--- config.mk ---
export PLATFORM = sky130hd
export DESIGN_NAME = spi_xfer_sequencer
export DESIGN_NICKNAME = d
export VERILOG_FILES = /design/src/rtl/spi_seq_pkg.sv /design/src/rtl/spi_seq_watchdog.sv /design/src/rtl/spi_xfer_sequencer.sv
export SDC_FILE = /design/constraint.sdc
export NUM_CORES = 1
export LEC_CHECK = 0
export CAP_MARGIN = 20
export CORE_MARGIN = 2
export CORE_UTILIZATION = 50
export CTS_CLUSTER_DIAMETER = 60
export DETAILED_ROUTE_END_ITERATION = 10
export GPL_TIMING_DRIVEN = 1
export PLACE_DENSITY_LB_ADDON = 0.05
export RECOVER_POWER = 100
export SLEW_MARGIN = 30
export SYNTH_ARGS = -nofsm -noshare
export SYNTH_HDL_FRONTEND = slang
export SYNTH_SLANG_ARGS = --single-unit
export TNS_END_PERCENT = 1
--- constraint.sdc ---
create_clock -name i_Clk -period 4.7 [get_ports i_Clk]
set_input_delay 1.41 -clock i_Clk [delete_from_list [all_inputs] [get_ports i_Clk]]
set_output_delay 1.41 -clock i_Clk [all_outputs]
set_load 0.005 [all_outputs]
--- src/rtl/spi_seq_pkg.sv ---
`default_nettype none
// ============================================================================
// Module      : spi_seq_pkg
// Description : Shared state encoding and defaults for the SPI transaction
//               sequencer and its watchdog.
// Revision    : 1.0 - initial release
// ============================================================================
package spi_seq_pkg;

    typedef logic [1:0] state_t;

    localparam state_t ST_IDLE    = 2'd0;
    localparam state_t ST_SEND    = 2'd1;
    localparam state_t ST_WAIT_RX = 2'd2;
    localparam state_t ST_RESP    = 2'd3;

    localparam int DEFAULT_TIMEOUT_CLKS = 1024;

endpackage
`default_nettype wire

--- src/rtl/spi_seq_watchdog.sv ---
`default_nettype none
// ============================================================================
// Module      : spi_seq_watchdog
// Description : Wait-for-RX watchdog; counts while i_Run is high and flags
//               o_Expire on the TIMEOUT_CLKS-th cycle since the last clear.
// Revision    : 1.0 - initial release
// ============================================================================
module spi_seq_watchdog #(
    parameter int TIMEOUT_CLKS = 1024
) (
    input  logic i_Clk,
    input  logic i_Rst,
    input  logic i_Clear,
    input  logic i_Run,
    output logic o_Expire
);

    localparam int c_W = $clog2(TIMEOUT_CLKS + 1);
    localparam logic [c_W-1:0] c_LAST = c_W'(TIMEOUT_CLKS - 1);

    logic [c_W-1:0] r_Count;

    assign o_Expire = i_Run && (r_Count == c_LAST);

    always_ff @(posedge i_Clk) begin
        if (i_Rst || i_Clear) begin
            r_Count <= '0;
        end else if (i_Run && !o_Expire) begin
            r_Count <= r_Count + 1'b1;
        end
    end

endmodule
`default_nettype wire

--- src/rtl/spi_xfer_sequencer.sv ---
`default_nettype none
// ============================================================================
// Module      : spi_xfer_sequencer
// Description : Splits one multi-byte request into per-byte SPI master
//               handshakes and returns the assembled MISO word.
//               Optional RX watchdog enabled by defining SPI_SEQ_TIMEOUT_EN.
// Revision    : 1.0 - initial release
// ============================================================================
module spi_xfer_sequencer
    import spi_seq_pkg::*;
#(
    parameter int MAX_BYTES_PER_CS = 2,
    parameter int TIMEOUT_CLKS     = DEFAULT_TIMEOUT_CLKS,
    parameter int CNT_W            = $clog2(MAX_BYTES_PER_CS + 1)
) (
    input  logic                          i_Clk,
    input  logic                          i_Rst,
    input  logic                          i_Req_Valid,
    output logic                          o_Req_Ready,
    input  logic [CNT_W-1:0]              i_Req_Len,
    input  logic [8*MAX_BYTES_PER_CS-1:0] i_Req_Data,
    output logic                          o_Rsp_Valid,
    input  logic                          i_Rsp_Ready,
    output logic [8*MAX_BYTES_PER_CS-1:0] o_Rsp_Data,
    output logic                          o_Rsp_Err,
    output logic [CNT_W-1:0]              o_TX_Count,
    output logic [7:0]                    o_TX_Byte,
    output logic                          o_TX_DV,
    input  logic                          i_TX_Ready,
    input  logic                          i_RX_DV,
    input  logic [7:0]                    i_RX_Byte,
    output logic                          o_Busy
);

    localparam int               c_DW  = 8 * MAX_BYTES_PER_CS;
    localparam logic [CNT_W-1:0] c_MAX = CNT_W'(MAX_BYTES_PER_CS);

    if (MAX_BYTES_PER_CS < 1 || TIMEOUT_CLKS < 1) begin : g_bad_params
        $error("spi_xfer_sequencer: MAX_BYTES_PER_CS and TIMEOUT_CLKS must be >= 1");
    end

    state_t            r_State;
    logic [CNT_W-1:0]  r_Len;
    logic [CNT_W-1:0]  r_Idx;
    logic [c_DW-1:0]   r_TxData;
    logic [c_DW-1:0]   r_RxData;
    logic              r_Err;
    logic              r_TX_DV;
    logic [7:0]        r_TX_Byte;
    logic              w_Len_Ok;
    logic              w_Last;
    logic              w_Expire;
    logic [CNT_W+2:0]  w_Bit_Sel;

    assign w_Len_Ok  = (i_Req_Len != '0) && (i_Req_Len <= c_MAX);
    assign w_Last    = ((r_Idx + 1'b1) == r_Len);
    assign w_Bit_Sel = {r_Idx, 3'b000};

`ifdef SPI_SEQ_TIMEOUT_EN
    logic w_Wdog_Clear;
    logic w_Wdog_Run;

    // Cleared on the SEND->WAIT_RX transition so the count starts at zero on entry.
    assign w_Wdog_Clear = (r_State == ST_SEND) && i_TX_Ready;
    assign w_Wdog_Run   = (r_State == ST_WAIT_RX);

    spi_seq_watchdog #(
        .TIMEOUT_CLKS (TIMEOUT_CLKS)
    ) u_watchdog (
        .i_Clk    (i_Clk),
        .i_Rst    (i_Rst),
        .i_Clear  (w_Wdog_Clear),
        .i_Run    (w_Wdog_Run),
        .o_Expire (w_Expire)
    );
`else
    assign w_Expire = 1'b0;
`endif

    always_ff @(posedge i_Clk) begin
        if (i_Rst) begin
            r_State   <= ST_IDLE;
            r_Len     <= '0;
            r_Idx     <= '0;
            r_TxData  <= '0;
            r_RxData  <= '0;
            r_Err     <= 1'b0;
            r_TX_DV   <= 1'b0;
            r_TX_Byte <= 8'h00;
        end else begin
            r_TX_DV <= 1'b0;
            case (r_State)
                ST_IDLE: begin
                    if (i_Req_Valid) begin
                        r_Len    <= i_Req_Len;
                        r_TxData <= i_Req_Data;
                        r_RxData <= '0;
                        r_Idx    <= '0;
                        r_Err    <= !w_Len_Ok;
                        r_State  <= w_Len_Ok ? ST_SEND : ST_RESP;
                    end
                end
                ST_SEND: begin
                    if (i_TX_Ready) begin
                        r_TX_DV   <= 1'b1;
                        r_TX_Byte <= r_TxData[w_Bit_Sel +: 8];
                        r_State   <= ST_WAIT_RX;
                    end
                end
                ST_WAIT_RX: begin
                    // RX capture wins over a coincident watchdog expiry.
                    if (i_RX_DV) begin
                        r_RxData[w_Bit_Sel +: 8] <= i_RX_Byte;
                        r_Idx                    <= r_Idx + 1'b1;
                        r_State                  <= w_Last ? ST_RESP : ST_SEND;
                    end else if (w_Expire) begin
                        r_Err   <= 1'b1;
                        r_State <= ST_RESP;
                    end
                end
                default: begin
                    if (i_Rsp_Ready) begin
                        r_State <= ST_IDLE;
                    end
                end
            endcase
        end
    end

    assign o_Req_Ready = (r_State == ST_IDLE);
    assign o_Rsp_Valid = (r_State == ST_RESP);
    assign o_Busy      = (r_State != ST_IDLE);
    assign o_Rsp_Data  = r_RxData;
    assign o_Rsp_Err   = r_Err;
    assign o_TX_Count  = (r_State == ST_IDLE) ? '0 : r_Len;
    assign o_TX_DV     = r_TX_DV;
    assign o_TX_Byte   = r_TX_Byte;

endmodule
`default_nettype wire
# Yosys cells after proc, flatten, opt, wreduce, memory -nomap -nowiden
# Index checks and enable logic that the tools add are counted.
dict set report op_classes {
  n_mux 16
  n_shift 3
  n_eq_ne 7
  order_cmp 1
  addsub 2
  n_reduce_logical 12
  bitwise_logic 1
}
# op n
set ops {}
lappend ops {{$mux W16} 2}
lappend ops {{$pmux W16 S2} 1}
lappend ops {{$mux W2} 9}
lappend ops {{$bwmux W16} 1}
lappend ops {{$shift A8 B7 Y16 const A} 1}
lappend ops {{$shiftx A16 B6 Y8} 1}
lappend ops {{$shiftx A8 B7 Y16} 1}
lappend ops {{$neg A5 Y7} 1}
lappend ops {{$ne A2 B2 Y1 const B} 3}
lappend ops {{$pmux W2 S3} 1}
lappend ops {{$reduce_bool A2 Y1} 3}
lappend ops {{$eq A2 B2 Y1 const B} 2}
lappend ops {{$pmux W2 S2} 1}
lappend ops {{$reduce_and A2 Y1} 2}
lappend ops {{$reduce_and A4 Y1} 1}
lappend ops {{$reduce_bool A4 Y1} 1}
lappend ops {{$reduce_and A3 Y1} 1}
lappend ops {{$add A2 B1 Y2 const B} 1}
lappend ops {{$eq A2 B1 Y1 const B} 1}
lappend ops {{$eq A2 B2 Y1} 1}
lappend ops {{$le A2 B2 Y1 const B} 1}
lappend ops {{$logic_not A2 Y1} 1}
lappend ops {{$reduce_or A2 Y1} 1}
lappend ops {{$logic_and A1 B1 Y1} 1}
lappend ops {{3 further kinds} 3}
dict set report word_totals {
  output_inout_bits 31
  reg_bits 48
  word_cells 50
  inputBits 32
}

# Depth between registers and ports, before layout
dict set report logic_depth {
  word_depth 5
  ltp_mapped 8
  ltp_nobuf 6
}

# Worst setup path before layout
# OpenSTA, ideal clock, no wires.
dict set report synth_path {
  kind {reg-to-output}
  start {reg r_State[0]}
  end {out o_TX_Count[0]}
  path_buffers 1
  path_stages_with_launch 5
  t_arrival_ns 0.971
  slack_ns 2.319
  required_time_ns 3.290
  cell_sequence {dfxtp_1 -> inv_1 -> ha_1 -> buf_6 -> and2b_1}
}
dict set report synth_between {
  elab_chain_len 2
}
# item line
set synth_lines {}
lappend synth_lines {{from (decl)} spi_xfer_sequencer.sv:42} ;# state_t r_State;
lappend synth_lines {{from (signal assigned)} spi_xfer_sequencer.sv:100} ;# r_State <= w_Len_Ok ? ST_SEND : ST_RESP;
lappend synth_lines {{from (signal assigned)} spi_xfer_sequencer.sv:115} ;# r_State <= w_Last ? ST_RESP : ST_SEND;
lappend synth_lines {{$logic_not A2 Y1} -}
lappend synth_lines {{net o_Req_Ready} spi_xfer_sequencer.sv:19} ;# output logic o_Req_Ready,
lappend synth_lines {{$mux W2} spi_xfer_sequencer.sv:135} ;# assign o_TX_Count = (r_State == ST_IDLE) ? '0 : r_Len;
lappend synth_lines {{to (decl)} spi_xfer_sequencer.sv:26} ;# output logic [CNT_W-1:0] o_TX_Count,
# The timed path passes the listed nets, and every way through them passes these cells.

# Final worst setup path
dict set report layout_path {
  start {reg r_State[0]}
  end {out o_TX_Count[1]}
}
dict set report layout_between {
  elab_chain_len 2
}
# item line
set layout_lines {}
lappend layout_lines {{$logic_not A2 Y1} spi_xfer_sequencer.sv:135}
lappend layout_lines {{$mux W2} spi_xfer_sequencer.sv:135}
# No other way between the ends.

==> results.toml <==
[setup_path]
cpMaxStageDelayCell = "dlygate4sd3_1"
cp_top_family = "buffers and inverters"
critPathKind = "flip-flop to output pin"
critPathMaxFanout = 11
crit_required_ps = 3290
critical_path_buf_inv_count = 2
cp-end-kind = "output pin"
cp.depth = 4
reg2reg_depth = 6
arrival_ps = 1970
crit_path_cell_trace = "inv_1 -> ha_1 -> and2b_1 -> dlygate4sd3_1"
worst_setup_path_start_kind = "flip-flop"
critPathMaxStageDelay_ps = 570

[sta]
setup_violations = 0
rsz0062_at_grt = "no"
slew_headroom = 0.352
period_share = 0.720
finalHoldViolCount = 0
fin_ws_ps = 1320
finClkSkew_ps = 5.86
drv_slew = 0
tns_ps = 0
tightest_slew_ps = 971
period_needed_ps = 3380
fmax_mhz = 296

[synthesis]
syn_area_um2 = 2070
yosys-top-cells-area = "dfxtp_1, nand2_1, a21oi_1, mux2_2, ha_1"
ys_seq_area_frac = 0.464
synth_flop_cell = "dfxtp_1"
synth_cells = 240
synth_edf_count = 0
synth_top_area_cell = "dfxtp_1"
ys_async_sr_fraction = 0
avgSynthCellArea_um2 = 8.62
yosys-top-cells-count = "nand2_1, dfxtp_1, a21oi_1, nand3_1, nor2_1"
synth_top_area_share = 0.464
yosysMostFrequentCell = "nand2_1"
netlist-cell-type-count = 33
syn-num-nets = 279
synth-warning-count = 0
ys_seq_elements = 48

[clock_tree]
cts_tree = "yes"
cts-htree-levels = 2
root_buffer = "clkbuf_8"
clkTransAtPathRegs_ps = 90
clk-insertion-delay-late_ps = 300
post_cts_buffers = 0
clock_sinks = 48
cts_resized = 0
ctsHoldBuffers = 0
cts_buffers = 5
clockBufferDepth = 2

[place]
dp.cells = 342
place_ws_ps = 1710
port_buffers = 62
place_congestion = 0.735
dpl.hpwl_um = 3220

[global_routing]
grt_max_degree = 37
grt_usage = 0.216
grt_pass1_wl_um = 7450
overflow = 0
grt_pass1_vias = 1629
antenna_found_initial = 0

[die]
die_h_um = 68.3
design.core.area_um2 = 4000
initial_core_util = 0.517
rows = 23
ios = 63
dieWidth_um = 68.3
dieArea_um2 = 4670

[route]
drc_errors = 0
drt_iter0_markers = 96
vias = 1836
first_pass_iters = 4
antenna_left = 0
vias_per_cell = 5.25
wire_per_inst_um = 13.1
finalWirelength_um = 4600

[finish]
ff_latch_area_um2 = 961
drive_gt1_frac = 0.0767
n_fill_cell = 341
utilization = 0.697
multi_input_area_um2 = 1000
fin_nets = 338
fin_cells = 350
n_antenna_cell = 0
syn_to_final_growth_pct = 34.6

[power_and_ir_drop]
leakagePower_nw = 1.13
power_density_nw_per_um2 = 438
ir_drop_mv = 0.257
fin_total_pwr_mw = 1.22

[run]
max-cap-violations = 0

[worst_hold_path]
hold_path_depth = 2
hp-class = "flip-flop to flip-flop"

[outcome]
status = "complete, no violations"
==> cell usage in the layout (no fill, tap or decap), types with 7 or more instances in the layout <==
cell	netlist	layout
nor2_1	12	12
nand2_1	57	58
nand3_1	16	16
a21oi_1	37	38
mux2_2	8	8
clkdlybuf4s50_1	0	28
a22oi_1	8	8
dfxtp_1	48	48
dlygate4sd3_1	0	33
ha_1	7	7
==> final timing paths <==
| kind | startpoint | end | slack [ps] |
|---|---|---|---|
| max reg2reg | r_Idx[0] | o_Rsp_Data[2] | 2550 |
| min reg2reg | o_Rsp_Data[3] | o_Rsp_Data[3] | 450 |
| min | o_Rsp_Data[3] | o_Rsp_Data[3] | 450 |
| max | r_State[0] | o_TX_Count[1] | 1320 |
==> power breakdown <==
part           leakage [nW]  switching [mW]  internal, mW
Sequential            0.390          0.0333         0.456
Clock                0.0614           0.140         0.174
Combinational         0.676           0.244         0.172
Total                  1.13           0.417         0.802
==> worst min-delay path: stages (launching register included) <==
cell	delay (ps)
dfxtp_1	320
nand2_1	50
a21oi_1	50
==> state kept, by name, summed over array words and instances (netlist names) <==
| register | count |
|---|---|
| r_Idx | 2 |
| r_TxData | 16 |
| o_TX_DV | 1 |
| o_Rsp_Data | 16 |
| o_Rsp_Err | 1 |
| o_TX_Byte | 8 |
| r_Len | 2 |
| r_State | 2 |
==> layout make-up <==
type	count	area share
Sequential cell	48	0.345
Inverter	5	0.00674
Timing Repair Buffer	63	0.224
Clock buffer	6	0.0296
Clock inverter	2	0.0139
Multi-Input combinational cell	176	0.359
Tap cell	50	0.0225
==> per-layer routing <==
metal  up-vias  global-route usage  share of wire
met2        54               0.359           0.48
met5         -                   0              0
met3         6              0.0543          0.063
met1       836               0.276           0.45
li1        940                   -              -
met4         0              0.0675          0.012
==> through the flow <==
| step | hold slack, ps | cell area (um2) |
|---|---|---|
| 2_1_floorplan | 433 | 2070 |
| 3_3_place_gp | 438 | 2700 |
| 3_5_place_dp | 446 | 2690 |
| 4_1_cts | 458 | 2810 |
| 5_1_grt | 475 | 2790 |
| 6_report | 453 | 2790 |
==> cells by family (layout without fill, tap and decap cells) <==
| family | count (synthesis) | in the layout | share of synthesized area |
|---|---|---|---|
| AO/OA/AOI/OAI | 55 | 55 | 0.164 |
| XOR/XNOR | 3 | 3 | 0.0127 |
| adder cells (fa/ha/maj) | 7 | 7 | 0.0423 |
| buffers and inverters | 16 | 76 | 0.0393 |
| flip-flops | 48 | 48 | 0.464 |
| multiplexers | 9 | 9 | 0.0544 |
| AND/OR/NAND/NOR | 102 | 102 | 0.222 |
(Power assumes the default switching activity.)
==> patch 1: new RTL, same flow settings <==
Put a register stage on the output `o_TX_Count`, without a reset. The value now appears one clock later. The other outputs are not delayed to match.
--- a/src/rtl/spi_xfer_sequencer.sv
+++ b/src/rtl/spi_xfer_sequencer.sv
@@ -133,5 +133,7 @@
     assign o_Rsp_Data  = r_RxData;
     assign o_Rsp_Err   = r_Err;
-    assign o_TX_Count  = (r_State == ST_IDLE) ? '0 : r_Len;
+    always_ff @(posedge i_Clk) begin
+        o_TX_Count <= (r_State == ST_IDLE) ? '0 : r_Len;
+    end
     assign o_TX_DV     = r_TX_DV;
     assign o_TX_Byte   = r_TX_Byte;
Formal check against the unedited RTL: not equivalent (Yosys sat finds a counterexample within 4 cycles, from zero or initial values and one cycle with i_Rst high).
==> patch 1 against the original RTL <==
The flow now finishes with violations (max-capacitance violations, max-slew violations); largest power group unchanged; routed wire length grew 5.4%; count of clock-buffer cells in the layout unchanged; sequential cell count increased by 2; design area is 1.6% higher; cell count rose by 0.57%; power up 3.1%; area after synthesis increased by 1.9%; via count up 2.8%; clock power rose by 2%; worst setup slack got worse by 110 ps; clock skew is 2.3 ps higher; critical path type is now primary input to flop; sequential power rose by 4%; core utilization rose by 0.59 points.
==> patch 1: results (changes against the original RTL) <==
Pins Over Slew Limit -> 38 (was 0)
critical path's slowest cell -> clkbuf_1 (was dlygate4sd3_1)
pin count of the biggest net entering global routing -> 38 (was 37)
failing checks -> max-capacitance violations, max-slew violations
Pint -> 0.000824 W (was 0.000802 W)
via count of the routed design -> 1,888 (was 1,836)
vias per inst -> 5.36 (was 5.25)
synth cell count leaders -> nand2_1, dfxtp_1, a21oi_1 (unchanged)
met2 wire len -> 2230 um (was 2200 um)
status -> finished with violations (was completed)
# fillers -> 354 (was 341)
Register Area -> 1000 sq um (was 961 sq um)
vias in the first global route -> 1,666 (was 1,629)
hold path start -> o_Rsp_Data[15] (was o_Rsp_Data[3])
DR top layer -> met4 (unchanged)
Distinct cells, synth -> 33 (unchanged)
NetSw -> 0.000434 W (was 0.000417 W)
register area share after synthesis -> 47.4% (was 46.4%)
Net Count, Synth -> 281 (was 279)
maximum VDD drop -> 0.291 mV (was 0.257 mV)
post-placement cell count -> 344 (was 342)
Metal-1 WL -> 2290 um (was 2050 um)
first-iteration detailed-routing DRC count -> 183 (was 96)
Max-Cap Viols -> 1 (was 0)
Worst Setup SP -> i_Rst (was r_State[0])
dominant cells by area after synthesis -> dfxtp_1, nand2_1, a21oi_1 (unchanged)
post-synthesis instance total -> 242 (was 240)
CTS H-Tree Depth -> 2 (unchanged)
WP data arrival -> 3610 ps (was 1970 ps)
crit path max fanout -> 37 (was 11)
DP HPWL -> 3260 um (was 3220 um)
clk pwr -> 0.000320 W (was 0.000314 W)
Avg WL per Cell -> 13.8 um (was 13.1 um)
first-pass GRT wire length -> 7860 um (was 7450 um)
layout cells sized above 1 -> 7.28% (was 7.67%)
Routed met3 length -> 272 um (was 291 um)
GRT Overall Usage -> 22.4% (was 21.6%)
patch 1: cell count changes in the layout (fill, tap and decap cells not counted), sizes merged:
cell	before	now
dfxtp	48	50
clkinv	1	0
clkdlybuf4s50	28	29
inv	5	6
clkbuf	6	7
buf	2	0
patch 1: final cells by class:
type,count,area share (%)
sequential,50,35.4
clock buffer,6,2.92
timing repair buffer,63,22.1
inverter,5,0.663
clock inverter,2,1.37
tap,50,2.21
multi-input combinational,176,35.4
patch 1: logic make-up (layout without fill, tap and decap cells):
| family | after synthesis | after routing | share of synthesized area, % |
|---|---|---|---|
| AO/OA/AOI/OAI | 55 | 55 | 16.1 |
| buffers and inverters | 16 | 76 | 3.86 |
| XOR/XNOR | 3 | 3 | 1.25 |
| adder cells (fa/ha/maj) | 7 | 7 | 4.15 |
| multiplexers | 9 | 9 | 5.34 |
| AND/OR/NAND/NOR | 102 | 102 | 21.8 |
| flip-flops | 50 | 50 | 47.4 |
patch 1: worst paths after layout:
| path | endpoint | slack, ps | cells past startpoint |
|---|---|---|---|
| min reg2reg | o_Rsp_Data[15] | 450 | 2 |
| max reg2reg | o_Rsp_Data[0] | 2460 | 6 |
| min | o_Rsp_Data[15] | 450 | 2 |
| max | o_Rsp_Data[13] | 1210 | 3 |
patch 1: tightest hold or removal path, stage by stage (launching register included):
cell and delay [ps]:
dfxtp_1 310, nand2_1 50, a21oi_1 50
patch 1: routing by layer:
metal / track usage [%] / vias up
met5: 0 / -
met4: 5.88 / 0
met2: 35.9 / 51
met3: 5.84 / 6
li1: - / 941
met1: 29.9 / 890
==> patch 2: new RTL, same settings <==
Without the edit above. The option `SPI_SEQ_TIMEOUT_EN` is turned on by a define.
--- a/src/rtl/spi_xfer_sequencer.sv
+++ b/src/rtl/spi_xfer_sequencer.sv
@@ -7,4 +7,6 @@
 // Revision    : 1.0 - initial release
 // ============================================================================
+`define SPI_SEQ_TIMEOUT_EN
+
 module spi_xfer_sequencer
     import spi_seq_pkg::*;
Function: same outputs for any inputs over 4 cycles, from zero or initial values and one cycle with i_Rst high; that may be too few to reach the edited logic, so the function may still have changed.
==> patch 2 against the original RTL <==
Sequential cell count up 11; power is 12% higher; routed wire length is 29% higher; clock skew increased by 0.57 ps; worst setup slack better by 62 ps; design area increased by 22%; global-route usage shrank 0.22 points; area after synthesis is 24% higher.
==> patch 2: results (changes against the original RTL) <==
post-route clock period utilization -> 70.7% (was 72.0%)
layout cells sized above 1 -> 5.75% (was 7.67%)
DP HPWL -> 4070 um (was 3220 um)
syn avg cell area -> 8.55 sq um (was 8.62 sq um)
synth cell count leaders -> nand2_1, dfxtp_1, a21oi_1 (unchanged)
via count of the routed design -> 2,288 (was 1,836)
Worst slew margin -> 20.2% (was 35.2%)
first-pass GRT wire length -> 9190 um (was 7450 um)
maximum VDD drop -> 0.198 mV (was 0.257 mV)
WP data arrival -> 3520 ps (was 1970 ps)
vias in the first global route -> 1,972 (was 1,629)
status -> completed (unchanged)
met2 capacity usage during global routing -> 30.6% (was 35.9%)
dominant cells by area after synthesis -> dfxtp_1, nand2_1, a21oi_1 (unchanged)
first-iteration detailed-routing DRC count -> 109 (was 96)
Distinct cells, synth -> 43 (was 33)
instance area at placement -> 3210 sq um (was 2690 sq um)
met1 global-route usage -> 30.4% (was 27.6%)
post-placement cell count -> 419 (was 342)
final WL -> 5920 um (was 4600 um)
Worst Setup SP -> i_Rst (was r_State[0])
CTS buffer count -> 9 (was 5)
# fillers -> 432 (was 341)
pin count of the biggest net entering global routing -> 30 (was 37)
layout net count -> 401 (was 338)
Setup Skew -> 6.43 ps (was 5.86 ps)
GRT Overall Usage -> 21.4% (was 21.6%)
worst slack at placement -> 1440 ps (was 1710 ps)
Clock transition at path regs -> 70 ps (was 90 ps)
register area share after synthesis -> 46.0% (was 46.4%)
worst r2r path cells -> 5 (was 6)
grt met3 use -> 4.50% (was 5.43%)
crit path max fanout -> 29 (was 11)
end of the critical path -> r_State[1] (was o_TX_Count[1])
Net Count, Synth -> 340 (was 279)
-- patch 2: changes by cell type after synthesis, sizes merged, moves of 7 or more --
cell,change
dfxtp,+11
mux2,-8
mux2i,+10
nor3,+7
o21ai,+13
-- patch 2: worst min-delay path by stage --
stage	from	slack (ps)	depth (start not counted)	endpoint
after detailed placement	o_Rsp_Data[5]	440	2	o_Rsp_Data[5]
after CTS	o_Rsp_Data[5]	450	2	o_Rsp_Data[5]
after floorplan	r_TxData[0]	440	2	r_TxData[0]
final	o_Rsp_Data[5]	450	2	o_Rsp_Data[5]
after global placement	o_Rsp_Data[5]	440	2	o_Rsp_Data[5]
after global routing	r_TxData[13]	470	2	r_TxData[13]
-- patch 2: through the flow --
step           hold WS (ps)  utilization (%)
6_report                453             67.3
3_5_place_dp            445             63.7
5_1_grt                 473             67.3
4_1_cts                 454             67.3
2_1_floorplan           436                -
3_3_place_gp            441             63.7
-- patch 2: critical path: stages --
cell and delay [ps]:
dlygate4sd3_1 900, clkbuf_1 940, nand2b_1 210, mux2i_1 70
-- patch 2: layer usage --
metal / part of all wire [%] / routed length (um)
met5: 0 / 0
met4: 1.7 / 98
met3: 4.6 / 272
met2: 46 / 2720
met1: 48 / 2830
-- patch 2: layout make-up --
| class | instances | area share, % |
|---|---|---|
| Inverter | 10 | 1.11 |
| Multi-Input combinational cell | 217 | 37.7 |
| Tap cell | 70 | 2.58 |
| Sequential cell | 59 | 34.8 |
| Clock inverter | 2 | 0.295 |
| Timing Repair Buffer | 64 | 18.5 |
| Clock buffer | 13 | 4.98 |
-- patch 2: kinds of logic after synthesis --
kind of cell / synth area share (%)
AO/OA/AOI/OAI: 18.4
XOR/XNOR: 2.05
adder cells (fa/ha/maj): 3.90
buffers and inverters: 4.05
flip-flops: 46.0
multiplexers: 4.44
AND/OR/NAND/NOR: 21.1
-- patch 2: where the power goes --
group,internal [W],switching (W)
logic,0.000151,0.000207
registers,0.000551,0.0000404
clock network,0.000230,0.000182
